==> config.mk <==
export PLATFORM = sky130hd
export DESIGN_NAME = msdap_filter_engine_flat
export DESIGN_NICKNAME = d
export VERILOG_FILES = /design/src/rtl/msdap_pkg.sv /design/src/rtl/msdap_filter_engine_if.sv /design/src/rtl/msdap_filter_engine.sv /design/src/flat_wrapper.sv
export SDC_FILE = /design/constraint.sdc
export NUM_CORES = 1
export LEC_CHECK = 0
export CAP_MARGIN = 30
export CORE_UTILIZATION = 30
export DETAILED_ROUTE_END_ITERATION = 8
export PLACE_DENSITY = 0.45
export SYNTH_ARGS = -nofsm -noshare
export SYNTH_HDL_FRONTEND = slang
export SYNTH_SLANG_ARGS = --single-unit
export TNS_END_PERCENT = 20
==> constraint.sdc <==
create_clock -name clk -period 10.7 [get_ports clk]
set_input_delay 3.21 -clock clk [delete_from_list [all_inputs] [get_ports clk]]
set_output_delay 3.21 -clock clk [all_outputs]
set_load 0.005 [all_outputs]
==> src/rtl/msdap_pkg.sv <==
// Shared types, widths and sample alignment for the MSDAP filter engine.
package msdap_pkg;

   localparam int unsigned ACC_W          = 40;
   localparam int unsigned NGROUPS        = 16;
   localparam int unsigned DATA_AW        = 8;
   localparam int unsigned COEFF_AW       = 9;
   localparam int unsigned RJ_AW          = 4;
   localparam int unsigned CNT_W          = 8;
   localparam int unsigned WORD_W         = 16;
   localparam int unsigned FRAC_W         = 16;
   localparam int unsigned COEFF_SIGN_BIT = 8;
   localparam int unsigned COEFF_K_MSB    = 7;

   localparam logic [RJ_AW-1:0] LAST_J = RJ_AW'(NGROUPS - 1);

   typedef enum logic [1:0] {
      IDLE  = 2'd0,
      RJ    = 2'd1,
      ACC   = 2'd2,
      SHIFT = 2'd3
   } state_t;

   // Place a 16-bit sample in the integer part of the accumulator format.
   function automatic logic [ACC_W-1:0] align_sample(input logic [WORD_W-1:0] x);
      return {{(ACC_W - WORD_W - FRAC_W){x[WORD_W-1]}}, x, {FRAC_W{1'b0}}};
   endfunction

endpackage

==> src/rtl/msdap_filter_engine_if.sv <==
// Control and memory-read bundle between the filter engine and its memories.
interface msdap_filter_engine_if;
   import msdap_pkg::*;

   logic                start;
   logic [DATA_AW-1:0]  wr_ptr;
   logic [RJ_AW-1:0]    rj_addr;
   logic [WORD_W-1:0]   rj_data;
   logic [COEFF_AW-1:0] coeff_addr;
   logic [WORD_W-1:0]   coeff_data;
   logic [DATA_AW-1:0]  data_addr;
   logic [WORD_W-1:0]   data_data;
   logic                busy;
   logic [ACC_W-1:0]    y_out;
   logic                y_valid;

   modport master (
      input  start, wr_ptr, rj_data, coeff_data, data_data,
      output rj_addr, coeff_addr, data_addr, busy, y_out, y_valid
   );

   modport slave (
      output start, wr_ptr, rj_data, coeff_data, data_data,
      input  rj_addr, coeff_addr, data_addr, busy, y_out, y_valid
   );

endinterface

==> src/rtl/msdap_filter_engine.sv <==
// Per-channel shift-add filter: walks 16 Rj groups and produces one 40-bit result per sample.
module msdap_filter_engine
   import msdap_pkg::*;
(
   input  logic                  clk,
   input  logic                  rst_n,
   msdap_filter_engine_if.master bus
);

   state_t              state, state_n;
   logic [DATA_AW-1:0]  base, base_n;
   logic [RJ_AW-1:0]    j, j_n;
   logic [COEFF_AW-1:0] cp, cp_n;
   logic [CNT_W-1:0]    cnt, cnt_n;
   logic [ACC_W-1:0]    u, u_n;
   logic [ACC_W-1:0]    acc, acc_n;
   logic [ACC_W-1:0]    y_out, y_out_n;
   logic                y_valid, y_valid_n;
   logic                busy, busy_n;
   logic [DATA_AW-1:0]  daddr_q, daddr_n;
   logic [DATA_AW-1:0]  tap_addr;
   logic [ACC_W-1:0]    xe;
   logic [ACC_W-1:0]    acc_sum;

   // State register.
   always_ff @(posedge clk or negedge rst_n) begin
      if (!rst_n) state <= IDLE;
      else        state <= state_n;
   end

   // Datapath registers.
   always_ff @(posedge clk or negedge rst_n) begin
      if (!rst_n) begin
         base    <= '0;
         j       <= '0;
         cp      <= '0;
         cnt     <= '0;
         u       <= '0;
         acc     <= '0;
         y_out   <= '0;
         y_valid <= 1'b0;
         busy    <= 1'b0;
         daddr_q <= '0;
      end else begin
         base    <= base_n;
         j       <= j_n;
         cp      <= cp_n;
         cnt     <= cnt_n;
         u       <= u_n;
         acc     <= acc_n;
         y_out   <= y_out_n;
         y_valid <= y_valid_n;
         busy    <= busy_n;
         daddr_q <= daddr_n;
      end
   end

   // Next-state and datapath update; memory reads return in the same cycle.
   always_comb begin
      state_n   = state;
      base_n    = base;
      j_n       = j;
      cp_n      = cp;
      cnt_n     = cnt;
      u_n       = u;
      acc_n     = acc;
      y_out_n   = y_out;
      y_valid_n = 1'b0;
      busy_n    = busy;
      daddr_n   = daddr_q;
      acc_sum   = '0;
      tap_addr  = base - DATA_AW'(bus.coeff_data[COEFF_K_MSB:0]);
      xe        = align_sample(bus.data_data);

      case (state)
         IDLE: begin
            if (bus.start) begin
               base_n  = bus.wr_ptr;
               j_n     = '0;
               cp_n    = '0;
               acc_n   = '0;
               busy_n  = 1'b1;
               state_n = RJ;
            end
         end
         RJ: begin
            u_n     = '0;
            cnt_n   = bus.rj_data[CNT_W-1:0];
            state_n = (cnt_n == '0) ? SHIFT : ACC;
         end
         ACC: begin
            daddr_n = tap_addr;
            u_n     = bus.coeff_data[COEFF_SIGN_BIT] ? (u - xe) : (u + xe);
            cp_n    = COEFF_AW'(cp + 1'b1);
            cnt_n   = CNT_W'(cnt - 1'b1);
            if (cnt_n == '0) state_n = SHIFT;
         end
         SHIFT: begin
            acc_sum = acc + u;
            acc_n   = ACC_W'($signed(acc_sum) >>> 1);
            if (j == LAST_J) begin
               y_out_n   = acc_n;
               y_valid_n = 1'b1;
               busy_n    = 1'b0;
               state_n   = IDLE;
            end else begin
               j_n     = RJ_AW'(j + 1'b1);
               state_n = RJ;
            end
         end
         default: state_n = IDLE;
      endcase
   end

   // Tap address is live during ACC and holds its last value otherwise.
   assign bus.data_addr  = (state == ACC) ? tap_addr : daddr_q;
   assign bus.rj_addr    = j;
   assign bus.coeff_addr = cp;
   assign bus.busy       = busy;
   assign bus.y_out      = y_out;
   assign bus.y_valid    = y_valid;

   // Upper memory bits carry no meaning for the engine.
   logic unused_bits;
   assign unused_bits = ^{bus.rj_data[WORD_W-1:CNT_W], bus.coeff_data[WORD_W-1:COEFF_SIGN_BIT+1]};

endmodule

==> src/flat_wrapper.sv <==
// flat-port wrapper written by rule: the top's interface ports become plain ports
module msdap_filter_engine_flat import msdap_pkg::*;
  (clk, rst_n, bus_start, bus_wr_ptr, bus_rj_data, bus_coeff_data, bus_data_data, bus_rj_addr, bus_coeff_addr, bus_data_addr, bus_busy, bus_y_out, bus_y_valid);
  msdap_filter_engine_if bus_i ();
  input  logic clk;
  input  logic rst_n;
  input wire logic [$bits(bus_i.start)-1:0] bus_start;
  input wire logic [$bits(bus_i.wr_ptr)-1:0] bus_wr_ptr;
  input wire logic [$bits(bus_i.rj_data)-1:0] bus_rj_data;
  input wire logic [$bits(bus_i.coeff_data)-1:0] bus_coeff_data;
  input wire logic [$bits(bus_i.data_data)-1:0] bus_data_data;
  output wire logic [$bits(bus_i.rj_addr)-1:0] bus_rj_addr;
  output wire logic [$bits(bus_i.coeff_addr)-1:0] bus_coeff_addr;
  output wire logic [$bits(bus_i.data_addr)-1:0] bus_data_addr;
  output wire logic [$bits(bus_i.busy)-1:0] bus_busy;
  output wire logic [$bits(bus_i.y_out)-1:0] bus_y_out;
  output wire logic [$bits(bus_i.y_valid)-1:0] bus_y_valid;
  assign bus_i.start = bus_start;
  assign bus_i.wr_ptr = bus_wr_ptr;
  assign bus_i.rj_data = bus_rj_data;
  assign bus_i.coeff_data = bus_coeff_data;
  assign bus_i.data_data = bus_data_data;
  assign bus_rj_addr = bus_i.rj_addr;
  assign bus_coeff_addr = bus_i.coeff_addr;
  assign bus_data_addr = bus_i.data_addr;
  assign bus_busy = bus_i.busy;
  assign bus_y_out = bus_i.y_out;
  assign bus_y_valid = bus_i.y_valid;
  msdap_filter_engine u_core (.clk(clk), .rst_n(rst_n), .bus(bus_i));
endmodule
==> run_results.csv <==
group,metric,value,unit
grt,grt_usage,0.151,
routing,drt-total-wl,21.8,mm
final_layout,nNetsFinal,1187,
routing,ant_nets,0,
critical_path,critical_path_buf_inv_count,3,
logic_synthesis,synthAdderAreaFrac,0.0953,
critical_path,timing.critical_path.fanout_max,2,
logic_synthesis,synth_top_area_share,0.403,
floorplan,die_h,173,µm
logic_synthesis,seq_area_frac_synth,0.403,
critical_path,required,7.49,ns
sta,fin_tns_setup,0,ns
logic_synthesis,netlist-cell-type-count,70,
critical_path,crit_type,"in -> out",
min_path,worst_hold_path_type,"reg -> reg",
sta,min_period,9.35,ns
clock_network,cts.clk_slew.worst_paths,0.06,ns
placement,port_buffers,106,
critical_path,rr_worst_depth,9,
run,cap_violations,0,
final_layout,n_fill_cell,2912,
logic_synthesis,synth_nets,1086,
grt,grt_pass1_wl,36.6,mm
critical_path,reg2reg_from,"u_core.u[17]",
logic_synthesis,synth_top_family_by_area,"compound AO/OA/AOI/OAI gates",
critical_path,cp_common_cell,"o21ai_0",
routing,drt_iter0_drc,447,
power_and_ir_drop,power,2.64,mW
placement,place_hpwl,16.1,mm
sta,rsz0062_at_grt,"false",
final_layout,drive_above_1_share,0.0800,
logic_synthesis,synth_xor_area_frac,0.0671,
critical_path,critical-path-max-stage-delay,0.52,ns
routing,wl_per_cell,14.9,µm
logic_synthesis,synth_compound_area_frac,0.210,
power_and_ir_drop,p_per_area,242,nW/µm²
power_and_ir_drop,p_leak,4.83,nW
sta,finalClockSkew,0.0106,ns
sta,tightest_slew,0.836,ns
logic_synthesis,synth_edf_count,0,
sta,timing.fmax,0.107,GHz
critical_path,path_cells,"clkdlybuf4s50_1 > inv_1 > ha_1 > nor2b_1 > o21ai_0 > a21boi_0 > o21ai_0 > a21boi_0 > o21ai_0 > a21oi_1 > a311o_1 > clkdlybuf4s50_1",
floorplan,core_area,28800,µm²
clock_network,post_cts_resized,0,
sta,slew_viol_final,0,
logic_synthesis,avgSynthCellArea,9.18,µm²
logic_synthesis,synth_common_cells,"dfrtp_1, nand2_1, o21ai_0, ha_1, nor2_1",
logic_synthesis,synth_area_leaders,"dfrtp_1, ha_1, o21ai_0, nand2_1, xnor2_1",
clock_network,clkSinkCount,142,
floorplan,start_util,0.306,
clock_network,cts-root-buf,"clkbuf_16",
sta,setup_viol,0,
logic_synthesis,synthSimpleGateAreaFrac,0.158,
floorplan,ios,122,
min_path,holdCritStartpoint,"u_core.bus.y_out[15]",
critical_path,reg2reg_slack,7.96,ns
grt,overflow,0,
logic_synthesis,syn_area,8820,µm²
logic_synthesis,synthMuxAreaShare,0.0302,
critical_path,cpLargestDelayFamily,"compound AO/OA/AOI/OAI gates",
logic_synthesis,synth_cells,961,
clock_network,tritoncts,"done",
grt,grt_pass1_vias,6916,
sta,period_share,0.874,
logic_synthesis,ys_seq_elements,142,
critical_path,reg2reg_to,"u_core.bus.y_out[38]",
sta,report.final.hold_viol_count,0,
grt,antenna_found_initial,0,
routing,vias_per_cell,4.86,
placement,place_congestion,0.778,
logic_synthesis,synth_area_leader_cell,"dfrtp_1",
run_status,outcome,"finished clean",
critical_path,crit_slowest_cell,"clkdlybuf4s50_1",
final_layout,syn_to_final_growth,23.7,%
clock_network,cts_max_level,4,
routing,drc,0,
logic_synthesis,yosys_warnings,0,
clock_network,hold_buffers,0,
critical_path,arrival,6.14,ns
final_layout,multi_input_area,4950,µm²
floorplan,die_w,173,µm
clock_network,insertion_delay,0.42,ns
min_path,hold_path_depth,2,
logic_synthesis,yosysMostFrequentCell,"dfrtp_1",
final_layout,seqCellArea,3550,µm²
floorplan,dieArea,30100,µm²
sta,slew_headroom,0.443,
logic_synthesis,synth_ff_type,"dfrtp_1",
min_path,hold_end,"u_core.bus.y_out[15]",
power_and_ir_drop,irDropWorstVdd,0.163,mV
grt,grt_max_degree,81,
routing,dr.pass1.iters,4,
clock_network,numCtsBuffers,17,
critical_path,crit_path_end_kind,"output port",
final_layout,antenna-diode-count,0,
critical_path,crit_path_start_kind,"input port",
floorplan,num_rows,62,
logic_synthesis,async_flop_share,1.00,
routing,vias,7087,
clock_network,cts_setup_buffers,0,
clock_network,clk_path_buf_depth,2,
-- worst register-to-register path, cell delays in order (launching register included) --
cell	delay, ns
dfrtp_1	0.43
ha_1	0.38
a211oi_2	0.26
o21ai_2	0.11
a211oi_4	0.30
a21oi_2	0.12
a211oi_2	0.42
o31a_4	0.23
xnor3_1	0.25
o21ai_0	0.16
-- layout make-up --
cell class | instances | share of cell area
sequential | 142 | 0.326
clock inverter | 13 | 0.0120
clock buffer | 19 | 0.0415
tap | 384 | 0.0441
timing repair buffer | 113 | 0.104
inverter | 52 | 0.0179
multi-input combinational | 736 | 0.454
-- through the flow --
step	worst slack (ns)	cells	cell area (µm²)	hold WS, ns	util
after floorplan	2.67	961	8820	0.455	-
after CTS	1.36	1459	10900	0.485	0.379
final	1.35	1459	10900	0.478	0.379
after global routing	1.06	1459	10900	0.512	0.379
after global placement	1.42	1425	10300	0.464	0.357
after detailed placement	1.38	1427	10300	0.471	0.359
-- state kept, by name (all words and copies together), names as in the netlist --
name / cells
u_core.bus.y_out: 39
u_core.acc: 38
u_core.u: 24
u_core.bus.coeff_addr: 9
u_core.base: 8
u_core.cnt: 8
u_core.daddr_q: 8
u_core.bus.rj_addr: 4
u_core.state: 2
u_core.bus.busy: 1
u_core.bus.y_valid: 1
-- cell usage in the layout, fill, tap and decap left out, types with 9 or more instances in the layout --
cell type / instances
a21oi_1: 52
nand2_1: 115
nand3_1: 14
xnor2_1: 46
nor3_1: 18
nor2b_1: 14
inv_1: 52
a21o_1: 14
and3_1: 12
nor2_1: 60
mux2_2: 21
a211oi_1: 9
ha_1: 64
dfrtp_1: 142
clkdlybuf4s50_1: 105
clkbuf_16: 17
nand4_1: 10
o21ai_0: 105
o22ai_1: 19
or3_1: 9
xor2_1: 19
-- how the worst max path moves through the flow --
stage	startpoint	slack, ns	to	cells after the start
CTS	bus_coeff_data[1]	1.36	bus_data_addr[7]	12
detailed placement	bus_coeff_data[1]	1.38	bus_data_addr[7]	12
floorplan	bus_coeff_data[1]	2.67	bus_data_addr[7]	10
global placement	bus_coeff_data[1]	1.42	bus_data_addr[7]	12
finish	bus_coeff_data[1]	1.35	bus_data_addr[7]	12
global route	bus_coeff_data[1]	1.06	bus_data_addr[7]	12
-- metal layers --
layer	global-route usage	vias to the layer above	wire length [µm]
li1	-	3652	-
met4	0.0431	0	261
met2	0.221	120	9130
met1	0.226	3291	11700
met3	0.0241	24	712
met5	0	-	0
-- power by group --
| part | internal, mW | switching, mW |
|---|---|---|
| Combinational | 0.532 | 0.709 |
| Sequential | 0.677 | 0.125 |
| Clock | 0.337 | 0.261 |
| Total | 1.55 | 1.10 |
-- logic make-up (layout without fill, tap and decap cells) --
logic type	after synthesis	in the layout
multiplexers	24	24
adder cells (fa/ha/maj)	66	66
AO/OA/AOI/OAI	288	288
flip-flops	142	142
XOR/XNOR	66	66
other	1	1
buffers and inverters	83	197
AND/OR/NAND/NOR	291	291
Power figures use the tool's default switching activity.
